===== config.mk =====
export PLATFORM = sky130hd
export DESIGN_NAME = wb_irq_ctrl
export DESIGN_NICKNAME = d
export VERILOG_FILES = /design/src/rtl/wb_irq_ctrl.sv
export SDC_FILE = /design/constraint.sdc
export NUM_CORES = 1
export LEC_CHECK = 0
export CAP_MARGIN = 30
export CELL_PAD_IN_SITES_DETAIL_PLACEMENT = 1
export CELL_PAD_IN_SITES_GLOBAL_PLACEMENT = 2
export CORE_ASPECT_RATIO = 1.75
export CORE_MARGIN = 8
export CORE_UTILIZATION = 17
export CTS_CLUSTER_DIAMETER = 200
export DETAILED_ROUTE_END_ITERATION = 6
export PLACE_DENSITY_LB_ADDON = 0.1
export SYNTH_ARGS = -nofsm -noshare
export SYNTH_HDL_FRONTEND = slang
export SYNTH_SLANG_ARGS = --single-unit

===== constraint.sdc =====
create_clock -name wb_clk -period 3.8 [get_ports wb_clk]
set_clock_uncertainty 0.05 [all_clocks]
set_input_delay 0.76 -clock wb_clk [delete_from_list [all_inputs] [get_ports wb_clk]]
set_output_delay 0.76 -clock wb_clk [all_outputs]
set_load 0.05 [all_outputs]

===== src/rtl/wb_irq_ctrl.sv =====
// wb_irq_ctrl: Wishbone-attached interrupt controller.
// Collects NUM_IRQ active-high sources into PENDING and masks them with
// ENABLE to form STATUS. It drives one registered interrupt line, irq_o,
// and offers a CLAIM register that gives the lowest active source.
//
// Register map, decoded on wb_adr[4:2]:
//   0 PENDING  (R/W1C)
//   1 ENABLE   (RW)
//   2 STATUS   (R, PENDING & ENABLE)
//   3 TRIGGER  (RW, 1 = edge)
//   4 CLAIM    (R, index+1 of lowest STATUS bit, 0 if none)
//   5..7       read 0, writes ignored
//
// Optional feature macro: WB_IRQ_CTRL_EDGE_EN.
// When it is defined, the build includes the TRIGGER register and the
// per-source edge detection.
// When it is undefined, every source is level-triggered and TRIGGER reads 0.
module wb_irq_ctrl #(
  parameter int NUM_IRQ = 8
) (
  input  logic               wb_clk,
  input  logic               wb_rst,
  input  logic [31:0]        wb_adr,
  input  logic [31:0]        wb_dat,
  input  logic [3:0]         wb_sel,
  input  logic               wb_we,
  input  logic               wb_cyc,
  input  logic               wb_stb,
  output logic [31:0]        wb_rdt,
  output logic               wb_ack,
  input  logic [NUM_IRQ-1:0] irq_src,
  output logic               irq_o
);

  localparam logic [2:0] OFF_PENDING = 3'd0;
  localparam logic [2:0] OFF_ENABLE  = 3'd1;
  localparam logic [2:0] OFF_STATUS  = 3'd2;
  localparam logic [2:0] OFF_TRIGGER = 3'd3;
  localparam logic [2:0] OFF_CLAIM   = 3'd4;

  logic [NUM_IRQ-1:0] pending;
  logic [NUM_IRQ-1:0] pending_next;
  logic [NUM_IRQ-1:0] enable;
  logic [NUM_IRQ-1:0] trigger;
  logic [NUM_IRQ-1:0] status;
  logic [NUM_IRQ-1:0] wr_mask;
  logic [NUM_IRQ-1:0] wr_bits;
  logic [31:0]        lane_mask;
  logic [31:0]        rd_mux;
  logic [31:0]        claim;
  logic [2:0]         reg_sel;
  logic               bus_req;
  logic               bus_wr;
  logic               wr_enable;
  logic               unused_bits;

  // A new transfer is accepted only when no ack is outstanding.
  // This keeps ack one cycle wide and never back-to-back.
  assign bus_req   = wb_cyc & wb_stb & ~wb_ack;
  assign bus_wr    = bus_req & wb_we;
  assign reg_sel   = wb_adr[4:2];
  assign wr_enable = bus_wr && (reg_sel == OFF_ENABLE);

  // Byte-lane write mask; only the low NUM_IRQ bits are backed by storage.
  assign lane_mask = {{8{wb_sel[3]}}, {8{wb_sel[2]}}, {8{wb_sel[1]}}, {8{wb_sel[0]}}};
  assign wr_mask   = lane_mask[NUM_IRQ-1:0];
  assign wr_bits   = wb_dat[NUM_IRQ-1:0];

  // Address bits outside [4:2] and data/lanes above NUM_IRQ carry no function.
  assign unused_bits = ^{wb_adr[31:5], wb_adr[1:0], wb_dat, lane_mask};

  assign status = pending & enable;

`ifdef WB_IRQ_CTRL_EDGE_EN
  logic [NUM_IRQ-1:0] src_q;
  logic [NUM_IRQ-1:0] trigger_next;
  logic [NUM_IRQ-1:0] trig_rise;
  logic [NUM_IRQ-1:0] edge_set;
  logic [NUM_IRQ-1:0] w1c_clr;
  logic               wr_trigger;
  logic               wr_pending;

  assign wr_trigger = bus_wr && (reg_sel == OFF_TRIGGER);
  assign wr_pending = bus_wr && (reg_sel == OFF_PENDING);

  // Previous-cycle copy of every source, used for rising-edge detection.
  always_ff @(posedge wb_clk) begin
    if (wb_rst) src_q <= '0;
    else        src_q <= irq_src;
  end

  // Compute the TRIGGER value after this edge, and mark bits moving from level to edge.
  always_comb begin
    trigger_next = trigger;
    if (wr_trigger) trigger_next = (trigger & ~wr_mask) | (wr_bits & wr_mask);
    trig_rise = trigger_next & ~trigger;
  end

  // TRIGGER register, byte-lane writable.
  always_ff @(posedge wb_clk) begin
    if (wb_rst) trigger <= '0;
    else        trigger <= trigger_next;
  end

  // Per-bit PENDING update:
  //   - a bit switching to edge holds its value;
  //   - edge bits set on a rise and clear on W1C, and the set wins;
  //   - level bits follow the source.
  always_comb begin
    edge_set     = irq_src & ~src_q;
    w1c_clr      = wr_pending ? (wr_bits & wr_mask) : '0;
    pending_next = '0;
    for (int i = 0; i < NUM_IRQ; i++) begin
      if (trig_rise[i])     pending_next[i] = pending[i];
      else if (trigger[i])  pending_next[i] = edge_set[i] | (pending[i] & ~w1c_clr[i]);
      else                  pending_next[i] = irq_src[i];
    end
  end
`else
  assign trigger      = '0;
  assign pending_next = irq_src;
`endif

  // PENDING register, fed by the trigger-dependent next-state logic.
  always_ff @(posedge wb_clk) begin
    if (wb_rst) pending <= '0;
    else        pending <= pending_next;
  end

  // ENABLE register, byte-lane writable on the accepting edge.
  always_ff @(posedge wb_clk) begin
    if (wb_rst)         enable <= '0;
    else if (wr_enable) enable <= (enable & ~wr_mask) | (wr_bits & wr_mask);
  end

  // Registered OR of STATUS drives the core's external interrupt line.
  always_ff @(posedge wb_clk) begin
    if (wb_rst) irq_o <= 1'b0;
    else        irq_o <= |status;
  end

  // Priority encoder: the lowest set STATUS bit wins. Reading it has no side effects.
  always_comb begin
    claim = '0;
    for (int i = NUM_IRQ - 1; i >= 0; i--) begin
      if (status[i]) claim = 32'(i + 1);
    end
  end

  // Read multiplexer; unbacked bits and unmapped offsets return 0.
  always_comb begin
    rd_mux = '0;
    case (reg_sel)
      OFF_PENDING: rd_mux[NUM_IRQ-1:0] = pending;
      OFF_ENABLE:  rd_mux[NUM_IRQ-1:0] = enable;
      OFF_STATUS:  rd_mux[NUM_IRQ-1:0] = status;
      OFF_TRIGGER: rd_mux[NUM_IRQ-1:0] = trigger;
      OFF_CLAIM:   rd_mux              = claim;
      default:     rd_mux              = '0;
    endcase
  end

  // Bus response: ack one cycle after acceptance, with read data valid only in the ack cycle.
  always_ff @(posedge wb_clk) begin
    if (wb_rst) begin
      wb_ack <= 1'b0;
      wb_rdt <= '0;
    end else begin
      wb_ack <= bus_req;
      wb_rdt <= bus_req ? rd_mux : '0;
    end
  end

endmodule


==> metrics.txt <==
average size of a mapped cell 9.06 um2; max_slew headroom between 50% and 60%; total routing resource utilization after global routing roughly 7%; fraction of layout instances using a drive strength above 1 6.70%; DR WL/cell between 10 and 15 um; CTS Buf Count 3; Post-CTS Setup Inserts 0; post-route fraction of the period consumed by the critical path about two thirds; maximum buffer depth of the clock tree 2; via count of the first global-routing pass ~1,100; Maximum Capacitance Violations 0; peak supply drop 0.000138 V; IO Port Bufs 34; result of the run finished, final reports clean; source-to-sink clock delay at the later pin of the worst-skew pair 0.26 ns; cell area after technology mapping 1310 um2; total setup violations reported at the end of the flow 0; number of antenna violations at the first check in global routing 0; height of the chip 132 um; overall die width 82.5 um; post-route ant nets 0; worst hold stages 2; standard cell core area 7510 um2; transition time of the tightest slew-check pin 0.608 ns; cell at the root of the clock tree clkbuf_16; setup total negative slack 0 ns; cells resized by post-CTS repair 0; clock transition time at the flip-flop clock pins of the worst setup and hold paths 0.06 ns; IO Pins roughly 120; global-route wire length before repair 5.62 mm; iteration count of the initial detailed-routing pass 3; sequential cell area fraction in the yosys report 39.6%; critical path data arrival time roughly 2.6 ns; RSZ-0062 raised after global routing false; DRC 0; hold crit path type reg2reg; Hold Slack 0.434 ns; post-synthesis cell type count 29; layout-stage area growth over the synthesis result 32.7%; largest net degree at the start of global routing 21; clock tree from TritonCTS built; critical path type in2reg; Post-CTS Hold Fix Bufs 0; CP startpoint kind input pin; number of sinks handled by clock tree synthesis 26; number of synthesized register bits 26; number of cells in the design after placement around 260; initial cell density of the core about 17%; # fillers 893; post-DR vias/cell ~3.8; Achievable Freq 403 MHz; Multi-input gate area 672 um2; sequential cell area 520 um2; detailed placement HPWL 3.09 mm; CTS H-Tree Depth 1; Power per Cell Area 374 nW/um2; leakage power 0.630 nW; Antenna Cells 0; vias post-DR 1,004; final std cells w/o fill about 270; gr ovfl total 0; iteration-0 DRC count of the detailed router 13; Final nets 261; gate count of the mapped netlist 145; shortest period the worst path allows 2.48 ns; RePlAce Congestion ~0.77; count of final hold-check violations 0; die footprint 10,900 um2; required time at the endpoint of the critical path 3.90 ns; Synth Warn # 0; R2R depth 4; count of pins over their slew limit 0; maximum fanout along the worst path 12; sort of element at the end of the critical path flop; Total Routed Length 3.71 mm; Site Rows 42
layout by cell type (no fill, tap or decap):
| master | n |
|---|---|
| clkdlybuf4s50_1 | 34 |
| dfxtp_1 | 26 |
| conb_1 | 24 |
| nor2b_1 | 16 |
| nand2_1 | 13 |
| nor2_1 | 11 |
| mux2i_1 | 8 |
| o21ai_0 | 8 |
| a21oi_1 | 8 |
| nand3_1 | 3 |
| o21a_1 | 3 |
| clkbuf_16 | 3 |
| nand3b_4 | 2 |
| a22oi_1 | 2 |
| a22o_1 | 2 |
| a31oi_1 | 2 |
| a32o_1 | 2 |
| nand2b_4 | 1 |
| nor3_4 | 1 |
| nor2_4 | 1 |
| or3_2 | 1 |
| nor4_1 | 1 |
| maj3_1 | 1 |
| nor3_2 | 1 |
| nor3b_1 | 1 |
| inv_1 | 1 |
| o22ai_1 | 1 |
| clkbuf_8 | 1 |
| buf_4 | 1 |
layer usage:
layer  part of all wire, %  up-vias  track usage (%)
li1                      -      512                -
met1                    32      459             6.00
met2                    59       28             13.6
met3                   4.9        5            0.615
met4                   3.1        0             5.01
met5                     0        -                0
synth_stat cells:
master,count,share of area (%)
dfxtp_1,26,40
buf_4,24,14
nor2b_1,16,7.6
nand2_1,13,3.7
nor2_1,11,3.1
a21oi_1,8,3.0
mux2i_1,8,6.1
o21ai_0,8,3.0
nand3_1,3,1.1
o21a_1,3,1.7
a22o_1,2,1.3
a22oi_1,2,1.1
a31oi_1,2,0.95
a32o_1,2,1.5
clkbuf_1,2,0.57
nand3b_4,2,3.0
buf_2,1,0.38
buf_6,1,0.86
conb_1,1,0.29
inv_1,1,0.29
maj3_1,1,0.76
nand2b_4,1,1.0
nor2_4,1,0.86
nor3_2,1,0.76
nor3_4,1,1.2
nor3b_1,1,0.57
nor4_1,1,0.48
o22ai_1,1,0.48
or3_2,1,0.57
critical path, cell delays in order:
cell             delay, ns
clkdlybuf4s50_1       0.85
nand2b_4              0.11
nor3_4                0.54
mux2i_1               0.27
nor2_1                0.06
stage by stage:
step / area (um2) / worst slack [ns] / power (W) / utilization, %
global placement: 1650 / 1.02 / 0.000399 / 22.0
detailed placement: 1650 / 0.980 / 0.000400 / 22.0
floorplan: 1400 / 2.00 / 0.000384 / -
global route: 1740 / 1.16 / 0.000679 / 23.2
CTS: 1740 / 1.27 / 0.000665 / 23.2
finish: 1740 / 1.32 / 0.000652 / 23.2
area by class of cell:
| cell class | instances | area share [%] |
|---|---|---|
| inverters | 1 | 0.215 |
| clock buffers | 4 | 5.10 |
| flip-flops and latches | 26 | 29.9 |
| well taps | 88 | 6.32 |
| multi-input cells | 113 | 38.5 |
| repair buffers | 35 | 20.0 |
cells by family (layout without fill, tap and decap cells):
family	count (synthesis)	after routing	share of synthesized area (%)
mux	8	8	6.10
flops	26	26	39.6
other cells	1	24	0.285
fa+ha+maj	1	1	0.762
compound gates	28	28	13.2
buf+inv	29	40	15.8
simple gates	52	52	24.2
worst paths after layout:
check	startpoint	endpoint	slack, ns
max	wb_adr[2]	flop	1.32
min	pending[7]	wb_rdt[7]	0.43
max reg2reg	wb_ack	flop	2.25
min reg2reg	pending[7]	wb_rdt[7]	0.43
report_power, final:
| part | total [W] | internal [W] | switching (W) |
|---|---|---|---|
| Combinational | 0.000111 | 0.0000337 | 0.0000774 |
| Clock | 0.000258 | 0.000161 | 0.0000967 |
| Sequential | 0.000283 | 0.000278 | 0.00000513 |
(Power assumes the default switching activity.)
